===== src/rtl/demux16b1x8_buf_pkg.sv =====
// demux16b1x8_buf_pkg: shared sizing constants for the 1-to-8 buffered demux
package demux16b1x8_buf_pkg;
    localparam int DEMUX_CH = 8;
    localparam int DEMUX_AW = 3;
    localparam int DEMUX_DW = 16;
endpackage


===== src/rtl/demux16b1x8_buf_slot.sv =====
// demux16b1x8_buf_slot: one-entry holding register with full flag for one output channel
module demux16b1x8_buf_slot
    import demux16b1x8_buf_pkg::*;
#(
    parameter int DATA_W       = DEMUX_DW,
    parameter bit ALLOW_REFILL = 1'b1
) (
    input  logic              clk,
    input  logic              rst_n,
    input  logic              load,
    input  logic              consume,
    input  logic [DATA_W-1:0] din,
    output logic              full,
    output logic              free,
    output logic [DATA_W-1:0] dout
);
    logic              r_full;
    logic [DATA_W-1:0] r_data;

    assign full = r_full;
    assign dout = r_data;
    assign free = ~r_full | (ALLOW_REFILL & consume);

    // load wins over consume so a same-cycle refill keeps the slot full with the new word
    always_ff @(posedge clk or negedge rst_n) begin
        if (!rst_n) begin
            r_full <= 1'b0;
            r_data <= '0;
        end else if (load) begin
            r_full <= 1'b1;
            r_data <= din;
        end else if (consume) begin
            r_full <= 1'b0;
        end
    end
endmodule


===== src/rtl/demux16b1x8_buf.sv =====
// demux16b1x8_buf: steers or broadcasts a word into eight buffered valid/ready output channels
module demux16b1x8_buf
    import demux16b1x8_buf_pkg::*;
#(
    parameter int DATA_W       = DEMUX_DW,
    parameter bit ALLOW_REFILL = 1'b1
) (
    input  logic                       clk,
    input  logic                       rst_n,
    input  logic                       in_valid,
    output logic                       in_ready,
    input  logic [DEMUX_AW-1:0]        in_addr,
    input  logic                       in_bcast,
    input  logic [DATA_W-1:0]          in_data,
    output logic [DEMUX_CH-1:0]        out_valid,
    input  logic [DEMUX_CH-1:0]        out_ready,
    output logic [DEMUX_CH*DATA_W-1:0] out_data
);
    logic [DEMUX_CH-1:0] w_free;
    logic [DEMUX_CH-1:0] w_onehot;
    logic [DEMUX_CH-1:0] w_load;
    logic                w_accept;

    assign w_onehot = {{(DEMUX_CH-1){1'b0}}, 1'b1} << in_addr;
    assign in_ready = in_bcast ? &w_free : w_free[in_addr];
    assign w_accept = in_valid & in_ready;
    assign w_load   = w_accept ? (in_bcast ? {DEMUX_CH{1'b1}} : w_onehot) : '0;

    for (genvar k = 0; k < DEMUX_CH; k++) begin : g_slot
        demux16b1x8_buf_slot #(
            .DATA_W       (DATA_W),
            .ALLOW_REFILL (ALLOW_REFILL)
        ) u_slot (
            .clk     (clk),
            .rst_n   (rst_n),
            .load    (w_load[k]),
            .consume (out_ready[k]),
            .din     (in_data),
            .full    (out_valid[k]),
            .free    (w_free[k]),
            .dout    (out_data[k*DATA_W +: DATA_W])
        );
    end
endmodule

===== config.mk =====
export PLATFORM = sky130hd
export DESIGN_NAME = demux16b1x8_buf
export DESIGN_NICKNAME = d
export VERILOG_FILES = /design/src/rtl/demux16b1x8_buf_pkg.sv /design/src/rtl/demux16b1x8_buf_slot.sv /design/src/rtl/demux16b1x8_buf.sv
export SDC_FILE = /design/constraint.sdc
export NUM_CORES = 1
export LEC_CHECK = 0
export BUFFER_PORTS_ARGS = -buffer_cell sky130_fd_sc_hd__buf_2
export CORE_UTILIZATION = 51
export DETAILED_ROUTE_END_ITERATION = 10
export GPL_ROUTABILITY_DRIVEN = 1
export GPL_TIMING_DRIVEN = 0
export PLACE_DENSITY = 0.84
export SETUP_SLACK_MARGIN = 0.05
export SLEW_MARGIN = 20
export SYNTH_ARGS = -nofsm -noshare
export SYNTH_HDL_FRONTEND = slang
export SYNTH_SLANG_ARGS = --single-unit

===== constraint.sdc =====
create_clock -name clk -period 2.8 [get_ports clk]
set_input_delay 0.28 -clock clk [delete_from_list [all_inputs] [get_ports clk]]
set_output_delay 0.28 -clock clk [all_outputs]
set_load 0.03 [all_outputs]

==> results.ini <==
[run_status]
status=completed

[clock_tree]
worstSkewPairLatency_ps=510
path_clk_slew_ps=60
h-tree-depth=4
ctsRootBufferMaster=clkbuf_8
cts_setup_buffers=0
cts.sinks=136
post_cts_resized=0
clockBufferDepth=2
cts_tree=yes
numCtsBuffers=17
hold_buffers=1

[sta]
drv_slew=0
max_slew.worst_pin.slew_ps=687
rsz0062_at_grt=false
hold_viol=0
layout_min_cycle_time_ps=2460
finalCritPeriodShare_pct=87.8
finalSetupViolCount=0
max_slew_margin_pct=53.9
max_freq_mhz=407
setup_tns_ps=0
clock_skew_ps=8.05

[die]
rows=37
start_util_pct=52.8
die_y_um=106
ios=168
dieArea_um2=11200
die_x_um=106
core-area_um2=10400

[grt]
antenna_found_initial=0
overflow=0
grt_pass1_wl_um=21200
grt_pass1_vias=3948
grt_max_degree=89
grtUsageTotal_pct=25.8

[synthesis]
synth_compound_area_share_pct=3.61
synth.top_cell.area_share_pct=62.1
synth_flop_cell=dfrtp_1
synth-edff-count=0
synth_warnings=0
synthMuxAreaShare_pct=26.0
syn_inst=347
synth_top_family_by_area=multiplexers
ys_seq_elements=136
ys_top_cells_by_area=dfrtp_1 (62%), mux2_2 (24%), mux2_4 (2.2%), buf_4 (1.5%), buf_6 (1.0%)
synth_fa_ha_area_share_pct=0
netlist_area_um2=5480
synth-xor-area-share_pct=0
synthSimpleGateAreaFrac_pct=5.23
synthArstFlopShare_pct=100
ys_seq_area_share_pct=62.1
synth_area_per_cell_um2=15.8
synth_largest_area_cell=dfrtp_1
syn_nets=378
synth.distinct_cells=37

[worst_hold_path]
hp-class=input pin to flip-flop
hold_end=g_slot[3].u_slot.full$_DFFE_PN0P_
min_path_cells=3
hold_start=out_ready[3]

[critical_path]
worst-r2r-setup-slack_ps=340
cp-startpoint=g_slot[0].u_slot.full$_DFFE_PN0P_
critPathKind=flip-flop to flip-flop
critical_path_arrival_ps=2850
slowest_stage=nor4_4
crit_fanout=10
cp_data_required_time_ps=3190
r2r_cells=7
startpoint_type=flip-flop
r2r_end=g_slot[4].u_slot.dout[10]$_DFFE_PN0P_
slowest_delay_ps=630
crit_chain=nand2b_1 > nand3_1 > nor4_4 > o21ba_1 > buf_2 > buf_6 > mux2_2
regToRegStartpoint=g_slot[0].u_slot.full$_DFFE_PN0P_
cp-end-kind=flip-flop

[detailed_routing]
dr.pass1.iters=4
drc=0
drt_iter0_drc=156
ant_nets=0
vias_per_cell=5.39
drt_wl_total_um=13500
wire_per_inst_um=19.8
num_vias=3682

[cells_and_area]
fillers=774
antennaDiodeCount=0
drive_gt1_share_pct=64.9
final_cells=683
fin_nets=565
area_growth_syn_to_layout_pct=29.9
final_common_cell=buf_2
layout_common_cells=buf_2 (167), dfrtp_1 (136), mux2_2 (116)

[place]
dp_hpwl_um=9160
io_buffers=166
place_inst=650
gp_congestion=0.912

[power_and_ir_drop]
ir_drop_mv=0.792
power.leakage_nw=3.48
powerDensity_nw_per_um2=1270

[flow_run]
maxCapViolCount=0

Yosys cell counts (2+ instances only):
library cell,number
buf_6,5
a221o_1,3
buf_2,2
mux2_4,8
a21oi_2,3
or3_1,2
nand2_1,9
o21ai_0,4
mux2_2,116
dfrtp_1,136
a21oi_1,2
nand2b_1,8
inv_1,4
buf_4,11
nor2_1,8
and3_1,3
o22ai_2,3
routing by layer:
| metal | vias up | global-route usage [%] | part of all wire (%) |
|---|---|---|---|
| met2 | 128 | 43.7 | 53 |
| met3 | 24 | 6.56 | 4.7 |
| met1 | 1917 | 31.6 | 40 |
| met5 | - | 0 | 0 |
| li1 | 1613 | - | - |
| met4 | 0 | 10.5 | 2.3 |
flip-flops by register name, summed over array words and instances, names as in the netlist:
| name | cells |
|---|---|
| g_slot.u_slot.full | 8 |
| g_slot.u_slot.dout | 128 |
area by class of cell:
type / count / area (µm²) / share of cell area (%)
repair buffers: 168 / 878 / 12.3
plain buffers: 18 / 149 / 2.09
clock buffers: 21 / 469 / 6.59
inverters: 4 / 15.0 / 0.211
flip-flops and latches: 136 / 3400 / 47.8
clock inverters: 11 / 121 / 1.71
multi-input cells: 189 / 1910 / 26.8
well taps: 136 / 170 / 2.39
through the flow:
| step | setup WS (ps) | hold WS, ps | area, µm² | util, % | total power, W |
|---|---|---|---|---|---|
| 2_1_floorplan | 746 | -15.6 | 5480 | - | 0.00565 |
| 3_3_place_gp | -213 | 484 | 6480 | 62.5 | 0.00673 |
| 3_5_place_dp | 280 | 208 | 6520 | 62.8 | 0.00687 |
| 4_1_cts | 337 | 52.5 | 7120 | 68.6 | 0.00909 |
| 5_1_grt | 203 | 90.9 | 7120 | 68.6 | 0.00939 |
| 6_report | 341 | 76.3 | 7120 | 68.6 | 0.00903 |
report_power, final:
group | switching, W | total (W) | internal [W]
registers | 0.000398 | 0.00315 | 0.00275
logic | 0.00245 | 0.00370 | 0.00125
clock network | 0.000821 | 0.00218 | 0.00136
worst max-delay path by stage:
stage | to | cells past startpoint
3_3_place_gp | g_slot[2].u_slot.dout[13]$_DFFE_PN0P_ | 1
2_1_floorplan | g_slot[4].u_slot.dout[10]$_DFFE_PN0P_ | 7
6_report | g_slot[4].u_slot.dout[10]$_DFFE_PN0P_ | 7
4_1_cts | g_slot[4].u_slot.dout[10]$_DFFE_PN0P_ | 7
5_1_grt | g_slot[4].u_slot.dout[7]$_DFFE_PN0P_ | 7
3_5_place_dp | g_slot[3].u_slot.dout[14]$_DFFE_PN0P_ | 7
cell families (layout without fill, tap and decap cells):
kind of cell,Yosys count,in the layout
AND/OR/NAND/NOR,44,44
buffers and inverters,22,222
flip-flops,136,136
multiplexers,124,124
AO/OA/AOI/OAI,21,21
worst max-delay path, delay by kind of cell, from the launching register on:
kind | cells | cell delay (ps)
AND/OR/NAND/NOR | 3 | 930
flip-flops | 1 | 400
multiplexers | 1 | 360
AO/OA/AOI/OAI | 1 | 220
buffers and inverters | 2 | 430
Power figures use the tool's default switching activity.
